$ cat config.mk
export PLATFORM = sky130hd
export DESIGN_NAME = fetch_pc_unit
export DESIGN_NICKNAME = d
export VERILOG_FILES = /design/src/rtl/fetch_pc_unit_pkg.sv /design/src/rtl/fetch_pc_unit_target.sv /design/src/rtl/fetch_pc_unit.sv
export SDC_FILE = /design/constraint.sdc
export NUM_CORES = 1
export LEC_CHECK = 0
export BUFFER_PORTS_ARGS = -buffer_cell sky130_fd_sc_hd__buf_2
export CELL_PAD_IN_SITES_DETAIL_PLACEMENT = 1
export CELL_PAD_IN_SITES_GLOBAL_PLACEMENT = 2
export CORE_AREA = 2 2 252 254
export DETAILED_ROUTE_END_ITERATION = 12
export DIE_AREA = 0 0 254 256
export PLACE_DENSITY_LB_ADDON = 0.1
export SLEW_MARGIN = 20
export SYNTH_ARGS = -nofsm -noshare
export SYNTH_HDL_FRONTEND = slang
export SYNTH_SLANG_ARGS = --single-unit
$ cat constraint.sdc
create_clock -name clk -period 4.6 [get_ports clk]
set_clock_uncertainty 0.15 [all_clocks]
set_input_delay 0.23 -clock clk [delete_from_list [all_inputs] [get_ports clk]]
set_output_delay 0.23 -clock clk [all_outputs]
set_load 0.02 [all_outputs]
$ cat src/rtl/fetch_pc_unit_pkg.sv
// Shared types for the fetch stage: bus structs, branch redirect bundle,
// PC select encoding and the fetch FSM state.
package fetch_pc_unit_pkg;

    localparam logic [63:0] PCINIT_DEFAULT = 64'h8000_0000;

    typedef enum logic [1:0] {
        PC_From_add4    = 2'd0,
        PC_From_add_imm = 2'd1,
        PC_From_jalr    = 2'd2
    } pc_select_t;

    typedef struct packed {
        logic       flush;
        pc_select_t pcSelect;
    } branch_data_t;

    typedef struct packed {
        logic        valid;
        logic [63:0] addr;
    } ibus_req_t;

    typedef struct packed {
        logic        data_ok;
        logic [31:0] data;
    } ibus_resp_t;

    typedef enum logic [1:0] {
        REQ     = 2'd0,
        HOLD    = 2'd1,
        DISCARD = 2'd2
    } fetch_state_t;

endpackage

$ cat src/rtl/fetch_pc_unit_target.sv
// Redirect target mux for the three PC select cases; all sums wrap modulo
// 2^64 and bit 1 is passed through untouched (no alignment trap).
module pc_target_gen
    import fetch_pc_unit_pkg::*;
(
    input  pc_select_t  sel,
    input  logic [63:0] branch_pc,
    input  logic [63:0] rd1,
    input  logic [63:0] imm_64,
    output logic [63:0] target
);

    always_comb begin
        target = branch_pc + 64'd4;
        unique case (sel)
            PC_From_add4:    target = branch_pc + 64'd4;
            PC_From_add_imm: target = branch_pc + imm_64;
            PC_From_jalr:    target = (rd1 + imm_64) & ~64'h1;
            default:         target = branch_pc + 64'd4;
        endcase
    end

endmodule

$ cat src/rtl/fetch_pc_unit.sv
// Fetch-stage PC owner: one outstanding ibus fetch at a time, valid/ready
// hand-off to decode, and dropping of fetches made stale by a redirect.
module fetch_pc_unit
    import fetch_pc_unit_pkg::*;
#(
    parameter logic [63:0] PCINIT = PCINIT_DEFAULT
) (
    input  logic         clk,
    input  logic         reset,
    input  branch_data_t branch_ctl,
    input  logic [63:0]  branch_pc,
    input  logic [63:0]  rd1,
    input  logic [63:0]  imm_64,
    output ibus_req_t    ireq,
    input  ibus_resp_t   iresp,
    output logic         out_valid,
    input  logic         out_ready,
    output logic [63:0]  out_pc,
    output logic [31:0]  out_instr
);

    fetch_state_t state;
    fetch_state_t state_next;
    logic [63:0]  pc;
    logic [31:0]  instr_q;
    logic [63:0]  target_q;
    logic [63:0]  target;
    logic         flush;

    assign flush = branch_ctl.flush;

    pc_target_gen u_target (
        .sel       (branch_ctl.pcSelect),
        .branch_pc (branch_pc),
        .rd1       (rd1),
        .imm_64    (imm_64),
        .target    (target)
    );

    always_ff @(posedge clk) begin
        if (reset) begin
            state <= REQ;
        end else begin
            state <= state_next;
        end
    end

    always_comb begin
        state_next = state;
        unique case (state)
            REQ: begin
                if (iresp.data_ok) begin
                    state_next = flush ? REQ : HOLD;
                end else if (flush) begin
                    state_next = DISCARD;
                end
            end
            HOLD: begin
                if (flush || out_ready) begin
                    state_next = REQ;
                end
            end
            DISCARD: begin
                if (iresp.data_ok) begin
                    state_next = REQ;
                end
            end
            default: state_next = REQ;
        endcase
    end

    // pc stays on the in-flight address until data_ok; redirects that arrive
    // while a request is outstanding are parked in target_q instead.
    always_ff @(posedge clk) begin
        if (reset) begin
            pc       <= PCINIT;
            instr_q  <= '0;
            target_q <= '0;
        end else begin
            unique case (state)
                REQ: begin
                    if (iresp.data_ok && flush) begin
                        pc <= target;
                    end else if (iresp.data_ok) begin
                        instr_q <= iresp.data;
                    end else if (flush) begin
                        target_q <= target;
                    end
                end
                HOLD: begin
                    if (flush) begin
                        pc <= target;
                    end else if (out_ready) begin
                        pc <= pc + 64'd4;
                    end
                end
                DISCARD: begin
                    if (iresp.data_ok) begin
                        pc <= flush ? target : target_q;
                    end else if (flush) begin
                        target_q <= target;
                    end
                end
                default: ;
            endcase
        end
    end

    always_comb begin
        ireq.valid = (state != HOLD);
        ireq.addr  = pc;
        out_valid  = (state == HOLD);
        out_pc     = pc;
        out_instr  = instr_q;
    end

endmodule

* Yosys cells after proc, flatten, opt, wreduce, memory -nomap -nowiden
Index checks and enable logic that the tools add are counted.
** Operators by class
- Add/sub/neg operators :: 4
- Equality and inequality tests :: 11
- Muxes and demuxes :: 16
- Bitwise logic cells :: 1
- Reductions and logical operators :: 9
** Operators by type and width (count)
- 64-bit 2-to-1 mux :: 7
- 64-bit one-hot mux with 2 select lines :: 2
- 64-bit one-hot mux with 3 select lines :: 1
- 64-bit by 3-bit adder with 64-bit output, second input constant :: 2
- 64-bit adder :: 2
- 2-bit 2-to-1 mux :: 4
- 2-bit != test, second input constant :: 3
- 2-bit one-hot mux with 3 select lines :: 1
- 3-bit AND reduction :: 2
- 2-bit by 1-bit == test with 1-bit output, second input constant :: 2
- 2-bit == test, second input constant :: 2
- 2-bit by 1-bit != test with 1-bit output, second input constant :: 2
- 4-bit AND reduction :: 1
- 3-bit by 2-bit != test with 1-bit output, second input constant :: 1
- 3-bit != test, second input constant :: 1
- 3-bit nonzero test :: 1
- 2-bit logical NOT :: 1
- 2-bit AND reduction :: 1
- 2-bit nonzero test :: 1
- 1-bit logical AND :: 1
- 1-bit logical OR :: 1
- 1-bit 2-to-1 mux :: 1
- 1-bit inverter :: 1
** Word-level totals
- Bits in registers :: 162
- Bits of input ports :: 231
- Output and inout port bits :: 162

* Depth between registers and ports, before layout
- Word-level depth :: 6
- Gate-level depth with buffers :: 13

* Modules after synthesis
From an unflattened synthesis, not the netlist that was laid out.
** Second synthesis, totals
- Cell total of the unflattened synthesis :: 2704
- Area, all modules :: 18831.8 um2
** Modules (own cells, without submodules)
- pc_target_gen :: times used 1, cells each 1479, area each 9693.0 um2, sequential area each 0.0 um2
- fetch_pc_unit :: times used 1, cells each 1225, area each 9138.8 um2, sequential area each 3243.1 um2

* Worst setup path before layout
Ideal clock, no wire load.
- Path type :: input -> register
- From :: input rd1[0]
- To :: register pc[62] (netlist: out_pc[62])
- Library setup time :: 0.059 ns
- Data arrival time :: 3.128 ns
- Setup slack :: 1.264 ns
- Stages on the path :: 13
- Path buffers :: 0
- Path through :: and2_1 fa_1 a21o_1 a311o_1 a22oi_1 a21oi_1 nor3b_1 nor3_1 nor4_1 mux2i_1 a311oi_2 a2111oi_0 a211o_1
** On the way
- Word-level cells in the longest chain between the ends :: 5
- Elaborated cells between the ends (all ways) :: 7
- Classes of those cells :: add/sub: 1; mux: 6
** RTL lines
- from (decl) :: line fetch_pc_unit.sv:12 : input logic [63:0] rd1,
- 64-bit adder (*) :: line fetch_pc_unit_target.sv:18 : PC_From_jalr: target = (rd1 + imm_64) & ~64'h1;
- 64-bit one-hot mux with 2 select lines (*) :: line fetch_pc_unit_target.sv:15 : unique case (sel)
- 64-bit 2-to-1 mux
- 64-bit 2-to-1 mux :: line fetch_pc_unit.sv:98 : if (iresp.data_ok) begin
- 64-bit one-hot mux with 3 select lines (*) :: line fetch_pc_unit.sv:80 : unique case (state)
- to (signal assigned) :: line fetch_pc_unit.sv:83 : pc <= target;
- to (signal assigned) :: line fetch_pc_unit.sv:92 : pc <= target;
- to (signal assigned) :: line fetch_pc_unit.sv:99 : pc <= flush ? target : target_q;
- to (decl) :: line fetch_pc_unit.sv:24 : logic [63:0] pc;
Every way passes the cells marked *; elsewhere a longest branch is shown, timed or not. The select of a mux whose other input is x is not followed.
A chain may end at the register's enable or synchronous reset.

* Final worst setup path
- From :: input branch_pc[1]
- To :: register pc[61] (netlist: out_pc[61])
** On the way
- Word-level cells in the longest chain between the ends :: 5
- Elaborated cells between the ends (all ways) :: 8
- Classes of those cells :: add/sub: 2; mux: 6
** RTL lines
- from (decl) :: line fetch_pc_unit.sv:11 : input logic [63:0] branch_pc,
- 64-bit by 3-bit adder with 64-bit output / 64-bit adder (equally long branches) :: line fetch_pc_unit_target.sv:16, fetch_pc_unit_target.sv:19, fetch_pc_unit_target.sv:17
- 64-bit one-hot mux with 2 select lines (*) :: line fetch_pc_unit_target.sv:15
- 64-bit 2-to-1 mux
- 64-bit 2-to-1 mux :: line fetch_pc_unit.sv:98
- 64-bit one-hot mux with 3 select lines (*) :: line fetch_pc_unit.sv:80
Marks and branches as above.

==> out/metrics.cfg <==
[synth]
syn_inst=2779
synth_edf_count=0
yosys.cell_types.count=86
syn_avg_cell_area_sq_um=6.90
async_flop_share_pct=0
synth_nets=3145
synth_seq_cells=162
synth_area_sq_um=19200
yosys_warnings=0
synth-seq-area-share_pct=16.9
synth_flop_cell=dfxtp_1

[detailed_routing]
drtIter0Drc=1672
via_count=22600
firstDrtPassIters=7
drc=0
wl_per_cell_microns=24.8
vias_per_cell=5.79
drtAntennaViolNets=0
routed_wl_microns=97000

[global_route]
grt_overflow=0
grt_pass1_vias=22300
grt_pass1_wl_microns=143000
grt_max_degree=69
grt_usage_pct=29.0
antenna_found_initial=0

[timing]
rsz0062_at_grt=false
final-hold-violation-count=0
min_period_ns=3.82
fin_tns_setup_ns=0
timing.fmax_ghz=0.261
whs_ns=0.0407
fin_ws_ns=0.775
tightest_slew_ns=0.985
finalMaxSlewViolations=0
slew-limit-headroom_pct=34.1
fin_crit_sh_pct=83.1
setup_viol=0

[status]
outcome=completed

[layout]
final_cell_mix=nand2_1 (423), buf_2 (391), a21oi_1 (322), o21ai_0 (210), nor2_1 (183)
final_nets=3414
layout-drive-gt1-share_pct=17.2
final_common_cell=nand2_1
n_antenna_cell=0
final_util_pct=36.0
area_growth_pct=17.2

[placement]
portBuffers=392
place_ws_ns=0.360
gp_congestion=0.885
hpwl_microns=76700

[worst_setup_path]
cp-end-kind=flop
cp.arrival_ns=4.03
crit_fanout=4
crit_type=primary input to flop
critPathLaunchType=primary input
cp.required_ns=4.80
r2r_cells=12

[clock_network]
cts_sinks=162
numCtsBuffers=17
path_clk_slew_ns=0.07
cts_tree=yes
clk_path_buf_depth=2
clkLatencyLatePin_ns=0.46
ctsRootBufferMaster=clkbuf_16
htreeDepth=4

[floorplan]
die_area_sq_um=65000
die_w_microns=254
core_sq_um=62400
rows=92
start_util_pct=30.7
io_pins=393
fp.dieH_microns=256

[job]
max_cap_viol_count=0

[hold_path]
hold_class=primary input to flop
holdPathStages=5

[power_and_ir_drop]
peakVddDrop_v=0.000247
p_per_area_nw_per_um2=270
leakage_nw=9.34

synthesized netlist by cell type (all sizes together) (23+ instances only):
cell      n  area [sq um]
nor2b    24           150
o21a     25           188
a31oi    33           219
buf      72           512
o21bai   39           293
nor3     43           225
a21o     72           541
nand4    75           482
xnor2   117          1020
nand3   103           536
dfxtp   162          3240
a211oi   23           173
and3     44           275
nor2    185           694
xor2     98           858
ha      133          1660
clkbuf  157           589
a21oi   322          1610
nand2   424          1590
a22oi    29           218
inv      57           214
a221oi   51           465
o21ai   217          1090
state kept, by name, summed over array words and instances, names as in the netlist:
name       count
out_pc        64
target_q      64
out_instr     32
state          2
worst paths after layout:
path / from / end / slack, ns
hold reg to reg: target_q[6]$_SDFFE_PP0P_ / target_q[6]$_SDFFE_PP0P_ / 0.30
setup / recovery: branch_pc[1] / out_pc[61]$_SDFFE_PP0P_ / 0.78
setup reg to reg: out_pc[22]$_SDFFE_PP0P_ / out_pc[63]$_SDFFE_PP0P_ / 1.20
hold / removal: out_ready / state[0]$_SDFFE_PP0P_ / 0.04
critical path, stage by stage:
cell and delay [ns]:
buf_2 0.13, ha_1 0.31, a211oi_1 0.39, o21ai_0 0.40, a21oi_1 0.43, o211a_1 0.30, nor4b_2 0.07, buf_4 0.16
o2111ai_1 0.46, o32a_1 0.21, nand3_1 0.10, nor4_1 0.30, buf_4 0.19, a2111oi_0 0.07, a211o_1 0.26
power breakdown:
| group | switching [mW] | total, mW | internal [mW] |
|---|---|---|---|
| Combinational | 1.92 | 2.90 | 0.981 |
| Clock | 0.700 | 1.46 | 0.760 |
| Sequential | 0.184 | 1.71 | 1.53 |
kinds of logic after synthesis:
family / share of synthesized area [%]
compound gates: 32.3
fa+ha+maj: 8.89
flops: 16.9
simple gates: 24.4
mux: 0.803
xor+xnor: 9.82
buf+inv: 6.88
cell type report:
type,instances,area [sq um]
clock buffers,17,425
clock inverters,15,148
fillers,7962,39900
inverters,58,218
multi-input cells,2330,14700
flip-flops and latches,162,3240
well taps,846,1060
repair buffers,479,2740
per-stage QoR:
stage / cells / power [mW] / instance area (sq um)
after floorplan: 2779 / 3.52 / 19200
after global placement: 3843 / 4.53 / 21600
after detailed placement: 3843 / 4.57 / 21600
after CTS: 3907 / 6.06 / 22500
after global routing: 3907 / 6.40 / 22500
final: 3907 / 6.07 / 22500
metal layers:
layer	wire [microns]	track usage (%)	up-vias	part of all wire (%)
li1	-	-	10700	-
met5	0	0	-	0
met4	1820	6.65	0	1.9
met2	42700	45.0	710	44
met3	5670	3.70	83	5.8
met1	46800	42.2	11200	48
timing repair:
item | 4_1_cts | 5_1_grt
hold buffers | 32 | 0
resized for setup | 0 | 0
buffers inserted | 0 | 0
setup endpoints to repair | 0 | 0
hold endpoints to repair | 32 | 0
(Power assumes the default switching activity.)
